[config.mk]
export PLATFORM = sky130hd
export DESIGN_NAME = count_enable_gen
export DESIGN_NICKNAME = d
export VERILOG_FILES = /design/src/rtl/count_enable_gen.sv
export SDC_FILE = /design/constraint.sdc
export NUM_CORES = 1
export LEC_CHECK = 0
export CORE_AREA = 2 2 39 41
export DETAILED_ROUTE_END_ITERATION = 8
export DIE_AREA = 0 0 41 43
export PLACE_DENSITY = 0.65
export SLEW_MARGIN = 40
export SYNTH_ARGS = -nofsm -noshare
export SYNTH_HDL_FRONTEND = slang
export SYNTH_SLANG_ARGS = --single-unit
[constraint.sdc]
create_clock -name Clk -period 2.01 [get_ports Clk]
set_input_delay 0.402 -clock Clk [delete_from_list [all_inputs] [get_ports Clk]]
set_output_delay 0.402 -clock Clk [all_outputs]
set_load 0.01 [all_outputs]
[src/rtl/count_enable_gen.sv]
// ============================================================================
// count_enable_gen
// ----------------------------------------------------------------------------
// Purpose:
//   Generates the count-enable strobe for a downstream 3-bit up counter.
//   The strobe comes from one of two sources:
//     * step mode (Mode = 0): one strobe per debounced pushbutton press.
//     * run mode  (Mode = 1): one strobe every PRESCALE clock cycles.
//   Hold = 1 suppresses every strobe and freezes the run-mode prescaler.
//   En is registered, so the counter can use it directly in the Clk domain.
//
// Parameters:
//   DEBOUNCE_CYCLES - consecutive stable synchronised samples (after the first
//                     change is seen) needed to accept a press or a release.
//                     Must be >= 2.
//   PRESCALE        - run-mode strobe period in Clk cycles. Must be >= 2.
//
// Ports:
//   Clk     in   1  system clock, all state changes on the rising edge
//   Rst     in   1  synchronous, active-high reset
//   Btn     in   1  raw asynchronous pushbutton, active-high
//   Mode    in   1  0 = step mode, 1 = run mode
//   Hold    in   1  1 = no strobes, prescaler frozen
//   En      out  1  registered single-cycle count-enable strobe
//   Pressed out  1  registered debounced button level
//   State   out  2  debounce FSM state (IDLE=00, PRESS_WAIT=01, HELD=10,
//                   RELEASE_WAIT=11), for debug
// ============================================================================
module count_enable_gen #(
    parameter int DEBOUNCE_CYCLES = 4,
    parameter int PRESCALE        = 8
) (
    input  logic       Clk,
    input  logic       Rst,
    input  logic       Btn,
    input  logic       Mode,
    input  logic       Hold,
    output logic       En,
    output logic       Pressed,
    output logic [1:0] State
);

    // ------------------------------------------------------------------------
    // Local sizing
    // ------------------------------------------------------------------------
    localparam int DB_W = (DEBOUNCE_CYCLES > 2) ? $clog2(DEBOUNCE_CYCLES) : 1;
    localparam int PS_W = (PRESCALE > 2) ? $clog2(PRESCALE) : 1;

    localparam logic [DB_W-1:0] DB_LAST = DB_W'(DEBOUNCE_CYCLES - 1);
    localparam logic [PS_W-1:0] PS_LAST = PS_W'(PRESCALE - 1);
    localparam logic [DB_W-1:0] DB_ONE  = DB_W'(1);
    localparam logic [PS_W-1:0] PS_ONE  = PS_W'(1);

    typedef enum logic [1:0] {
        S_IDLE         = 2'b00,
        S_PRESS_WAIT   = 2'b01,
        S_HELD         = 2'b10,
        S_RELEASE_WAIT = 2'b11
    } state_t;

    // ------------------------------------------------------------------------
    // State
    // ------------------------------------------------------------------------
    logic            r_s1;
    logic            r_s2;
    state_t          r_state;
    logic [DB_W-1:0] r_db_cnt;
    logic            r_pressed;
    logic [PS_W-1:0] r_pre;
    logic            r_en;

    logic            w_step_event;
    logic            w_tick;

    // ------------------------------------------------------------------------
    // Two-flop synchroniser: Btn is asynchronous, only r_s2 is used below.
    // ------------------------------------------------------------------------
    always_ff @(posedge Clk) begin
        if (Rst) begin
            r_s1 <= 1'b0;
            r_s2 <= 1'b0;
        end else begin
            r_s1 <= Btn;
            r_s2 <= r_s1;
        end
    end

    // ------------------------------------------------------------------------
    // Step event: true only on the edge that moves PRESS_WAIT -> HELD, so a
    // held button yields exactly one event.
    // ------------------------------------------------------------------------
    assign w_step_event = (r_state == S_PRESS_WAIT) && r_s2 &&
                          (r_db_cnt == DB_LAST);

    // ------------------------------------------------------------------------
    // Debounce FSM. Pressed is updated together with the state so that it is
    // a true register that is 1 exactly while the state is HELD or
    // RELEASE_WAIT: it rises on entry to HELD and falls on entry to IDLE.
    // A bounce in RELEASE_WAIT returns to HELD without touching Pressed.
    // ------------------------------------------------------------------------
    always_ff @(posedge Clk) begin
        if (Rst) begin
            r_state   <= S_IDLE;
            r_db_cnt  <= '0;
            r_pressed <= 1'b0;
        end else begin
            case (r_state)
                S_IDLE: begin
                    if (r_s2) begin
                        r_state  <= S_PRESS_WAIT;
                        r_db_cnt <= '0;
                    end
                end
                S_PRESS_WAIT: begin
                    if (!r_s2) begin
                        r_state <= S_IDLE;
                    end else if (r_db_cnt == DB_LAST) begin
                        r_state   <= S_HELD;
                        r_pressed <= 1'b1;
                    end else begin
                        r_db_cnt <= r_db_cnt + DB_ONE;
                    end
                end
                S_HELD: begin
                    if (!r_s2) begin
                        r_state  <= S_RELEASE_WAIT;
                        r_db_cnt <= '0;
                    end
                end
                S_RELEASE_WAIT: begin
                    if (r_s2) begin
                        r_state <= S_HELD;
                    end else if (r_db_cnt == DB_LAST) begin
                        r_state   <= S_IDLE;
                        r_pressed <= 1'b0;
                    end else begin
                        r_db_cnt <= r_db_cnt + DB_ONE;
                    end
                end
                default: begin
                    r_state   <= S_IDLE;
                    r_db_cnt  <= '0;
                    r_pressed <= 1'b0;
                end
            endcase
        end
    end

    // ------------------------------------------------------------------------
    // Prescaler: cleared whenever step mode is selected, so a switch into run
    // mode always waits a full PRESCALE period for its first strobe. Hold
    // freezes it in place.
    // ------------------------------------------------------------------------
    assign w_tick = Mode && !Hold && (r_pre == PS_LAST);

    always_ff @(posedge Clk) begin
        if (Rst) begin
            r_pre <= '0;
        end else if (!Mode) begin
            r_pre <= '0;
        end else if (!Hold) begin
            if (r_pre == PS_LAST) begin
                r_pre <= '0;
            end else begin
                r_pre <= r_pre + PS_ONE;
            end
        end
    end

    // ------------------------------------------------------------------------
    // Output strobe. Events from the non-selected source, or arriving during
    // Hold, are dropped rather than queued.
    // ------------------------------------------------------------------------
    always_ff @(posedge Clk) begin
        if (Rst) begin
            r_en <= 1'b0;
        end else begin
            r_en <= !Hold && (Mode ? w_tick : w_step_event);
        end
    end

    assign En      = r_en;
    assign Pressed = r_pressed;
    assign State   = r_state;

endmodule

==> impl_results.html <==
<table>
<tr><th>Metric</th><th>Value</th></tr>
<tr><th colspan="2">Status</th></tr>
<tr><td>Status</td><td>completed</td></tr>
<tr><th colspan="2">Timing</th></tr>
<tr><td>Worst slew margin relative to its limit</td><td>78.9%</td></tr>
<tr><td>Worst-margin pin slew</td><td>about 0.32 ns</td></tr>
<tr><td>Final clock skew</td><td>between 0.004 and 0.005 ns</td></tr>
<tr><td>Number of endpoints failing setup at the final stage</td><td>0</td></tr>
<tr><td>Final max-slew violation count</td><td>0</td></tr>
<tr><td>Period utilisation layout</td><td>83.8%</td></tr>
<tr><td>Fmax</td><td>594 MHz</td></tr>
<tr><td>Final-report hold violation count</td><td>0</td></tr>
<tr><td>Setup repair after global routing missed its margin</td><td>false</td></tr>
<tr><td>Sum of negative setup slack</td><td>0 ns</td></tr>
<tr><td>Final critical path time including I/O delays and setup</td><td>1.68 ns</td></tr>
<tr><th colspan="2">Die</th></tr>
<tr><td>DIE HEIGHT</td><td>43 um</td></tr>
<tr><td>Row cnt</td><td>14</td></tr>
<tr><td>Initial Util</td><td>34.5%</td></tr>
<tr><td>Die area</td><td>about 1800 um2</td></tr>
<tr><td>CORE AREA</td><td>between 1000 and 1500 um2</td></tr>
<tr><td>Total I/O pin count</td><td>9</td></tr>
<tr><td>Die width</td><td>41 um</td></tr>
<tr><th colspan="2">Worst setup path</th></tr>
<tr><td>Worst path bufs/invs</td><td>1</td></tr>
<tr><td>Signal arrival time at the worst endpoint</td><td>1.28 ns</td></tr>
<tr><td>Master of the slowest instance on the critical path</td><td>sky130_fd_sc_hd__clkdlybuf4s50_1</td></tr>
<tr><td>Critical-path cell list</td><td>clkdlybuf4s50_1</td></tr>
<tr><td>Kind of cell adding the most delay to the critical path</td><td>buffers and inverters</td></tr>
<tr><td>Startpoint-to-endpoint class of the critical path</td><td>reg -&gt; out</td></tr>
<tr><td>Critical path data required time</td><td>roughly 1.6 ns</td></tr>
<tr><td>Largest fanout on the critical path</td><td>7</td></tr>
<tr><td>Kind of start point of the critical path</td><td>flop</td></tr>
<tr><td>CP Capture Type</td><td>output pin</td></tr>
<tr><td>Largest stage delay on the critical path</td><td>0.57 ns</td></tr>
<tr><th colspan="2">Route</th></tr>
<tr><td>Routed Antenna Nets</td><td>0</td></tr>
<tr><td>Post-route DRC violation count</td><td>0</td></tr>
<tr><td>Router iterations before antenna repair</td><td>4</td></tr>
<tr><td>First-iteration detailed-routing DRC count</td><td>5</td></tr>
<tr><td>Routed WL per cell</td><td>10.5 um</td></tr>
<tr><td>Routed vias</td><td>392</td></tr>
<tr><td>Via density</td><td>5.09</td></tr>
<tr><td>Total Wirelength</td><td>slightly above 800 um</td></tr>
<tr><th colspan="2">Global route</th></tr>
<tr><td>GRT Overall Usage</td><td>11.0%</td></tr>
<tr><td>Global-route met2 utilization</td><td>16.3%</td></tr>
<tr><td>Largest net degree at the start of global routing</td><td>10</td></tr>
<tr><td>Busiest metal layer after global routing</td><td>met2</td></tr>
<tr><td>GR met1 Demand/Resource</td><td>approximately an eighth</td></tr>
<tr><td>Met3 usage in global routing</td><td>3.14%</td></tr>
<tr><td>Vias in the first global route</td><td>337</td></tr>
<tr><td>Global-route wire length before repair</td><td>roughly 1.3 mm</td></tr>
<tr><td>Total congestion overflow after global routing</td><td>0</td></tr>
<tr><td>Number of antenna violations at the first check in global routing</td><td>0</td></tr>
<tr><th colspan="2">Finish</th></tr>
<tr><td>Highest-count cells in the layout ignoring fill and taps</td><td>11 x sky130_fd_sc_hd__dfxtp_1, 8 x sky130_fd_sc_hd__clkdlybuf4s50_1, 6 x sky130_fd_sc_hd__a21oi_1</td></tr>
<tr><td>Post-layout nets</td><td>71</td></tr>
<tr><td>Filler cells</td><td>145</td></tr>
<tr><td>Fraction of layout cells with a size suffix above 1</td><td>6.56%</td></tr>
<tr><td>Number of antenna diodes</td><td>0</td></tr>
<tr><td>Design Area, Final</td><td>roughly 600 um2</td></tr>
<tr><td>Layout overhead on the synthesized area</td><td>25.7%</td></tr>
<tr><td>Most common cell after layout, fill and taps aside</td><td>sky130_fd_sc_hd__dfxtp_1</td></tr>
<tr><th colspan="2">Yosys</th></tr>
<tr><td>Number of synthesized flops with an enable pin</td><td>0</td></tr>
<tr><td>Sequential cell area fraction in the yosys report</td><td>46.1%</td></tr>
<tr><td>Number of cells produced by synthesis</td><td>50</td></tr>
<tr><td>Nets in the synthesized netlist</td><td>59</td></tr>
<tr><td>Total standard cell area after synthesis</td><td>~480 um2</td></tr>
<tr><td>Post-synth cell types</td><td>21</td></tr>
<tr><td>Most common flop cell mapped by yosys</td><td>sky130_fd_sc_hd__dfxtp_1</td></tr>
<tr><td>Count of state elements after synthesis</td><td>11</td></tr>
<tr><td>Average footprint of a synthesized cell</td><td>9.56 um2</td></tr>
<tr><td>Proportion of register bits with asynchronous set or reset after synthesis</td><td>0%</td></tr>
<tr><td>Count of synthesis-stage warnings from yosys</td><td>0</td></tr>
<tr><th colspan="2">Clock network</th></tr>
<tr><td>TritonCTS Sinks</td><td>11</td></tr>
<tr><td>Cells resized by post-CTS repair</td><td>0</td></tr>
<tr><td>Clock tree from TritonCTS</td><td>built</td></tr>
<tr><td>Skew-Pair Late Insertion Delay</td><td>0.26 ns</td></tr>
<tr><td>Number of CTS-inserted buffers</td><td>3</td></tr>
<tr><td>Clock-pin slew on the worst setup and hold paths</td><td>0.07 ns</td></tr>
<tr><td>Number of post-CTS setup repair buffers</td><td>0</td></tr>
<tr><td>Cts hold-fix bufs</td><td>0</td></tr>
<tr><td>Max Root-Sink Buffers</td><td>2</td></tr>
<tr><td>Library cell used as clock root buffer</td><td>sky130_fd_sc_hd__clkbuf_4</td></tr>
<tr><td>H-tree levels</td><td>1</td></tr>
<tr><th colspan="2">Placement</th></tr>
<tr><td>Global placement routability congestion</td><td>0.716</td></tr>
<tr><td>Buffers added on ports</td><td>8</td></tr>
<tr><td>Cell area after placement</td><td>roughly 570 um2</td></tr>
<tr><td>Post-DP HPWL</td><td>621 um</td></tr>
<tr><th colspan="2">Pwr</th></tr>
<tr><td>Worst IR drop on VDD</td><td>0.000306 V</td></tr>
<tr><td>Cell internal pwr</td><td>319 uW</td></tr>
<tr><td>Power consumption</td><td>around 400 uW</td></tr>
<tr><td>Power share of the combinational group</td><td>under 10%</td></tr>
<tr><td>Areal power density over the cells</td><td>681 nW/um2</td></tr>
<tr><td>Net switching power</td><td>about 90 uW</td></tr>
<tr><td>Switching power share of the total</td><td>a little over a fifth</td></tr>
<tr><td>Pleak</td><td>0.000228 uW</td></tr>
<tr><td>Clock network fraction of design power</td><td>36.5%</td></tr>
<tr><td>Share of total power in sequential cells</td><td>between 50 and 60%</td></tr>
<tr><th colspan="2">Worst hold path</th></tr>
<tr><td>Min-Delay Path Class</td><td>reg -&gt; reg</td></tr>
<tr><th colspan="2">Run</th></tr>
<tr><td>Maximum Capacitance Violations</td><td>0</td></tr>
</table>
[cell usage after synthesis (2+ instances only)]
cell type                 instances  area [um2]
sky130_fd_sc_hd__dfxtp_1         11         220
sky130_fd_sc_hd__a21oi_1          6        30.0
sky130_fd_sc_hd__ha_1             4        50.1
sky130_fd_sc_hd__nand2_1          4        15.0
sky130_fd_sc_hd__nor2_1           4        15.0
sky130_fd_sc_hd__o21ai_0          4        20.0
sky130_fd_sc_hd__mux2i_1          2        20.0
sky130_fd_sc_hd__nor2b_1          2        12.5
[state kept, by name (all words and copies together), names as in the netlist, named ones only]
signal and flops:
State 1, En 1, r_db_cnt 2, Pressed 1, r_pre 3, r_s1 1
r_s2 1
[cell families after synthesis]
family          count (synthesis)  synth area share [%]
fa+ha+maj                       4                  10.5
compound gates                 13                  15.4
buf+inv                         2                  1.57
flops                          11                  46.1
xor+xnor                        1                  1.83
mux                             2                  4.19
simple gates                   17                  20.4
[power groups by stage]
stage | combinational, uW | clock, uW | sequential [uW]
after CTS | 32.3 | 156 | 228
after floorplan | 14.6 | 0 | 233
after global routing | 34.7 | 169 | 229
after detailed placement | 32.3 | 0 | 233
after global placement | 31.8 | 0 | 233
final | 32.0 | 149 | 228
[area by class of cell]
class,count,area [um2],share of cell area [%]
inverters,1,3.75,0.625
repair buffers,8,80.1,13.3
multi-input cells,37,250,41.7
flip-flops and latches,11,220,36.7
well taps,16,20.0,3.33
clock buffers,4,26.3,4.38
[through the flow]
stage / setup WS [ns] / std cells / hold WS [ns] / utilization (%)
2_1_floorplan: 0.783 / 50 / 0.414 / -
3_3_place_gp: 0.598 / 73 / 0.419 / 41.5
3_5_place_dp: 0.571 / 73 / 0.423 / 41.5
4_1_cts: 0.318 / 77 / 0.439 / 43.4
5_1_grt: 0.245 / 77 / 0.464 / 43.4
6_report: 0.326 / 77 / 0.434 / 43.4
[path summary, 6_finish.rpt]
check	startpoint	end	slack, ns	cells past startpoint
setup / recovery	flop	State[1]	0.33	1
hold / removal	r_s1	r_s2	0.43	1
setup reg to reg	r_db_cnt[0]	r_db_cnt[0]	0.70	3
hold reg to reg	r_s1	r_s2	0.43	1
[per-layer routing]
layer | up-vias | share of wire [%]
met4 | 0 | 2.6
li1 | 202 | -
met2 | 8 | 48
met5 | - | 0
met3 | 4 | 3.2
met1 | 178 | 46
(Power assumes the default switching activity.)
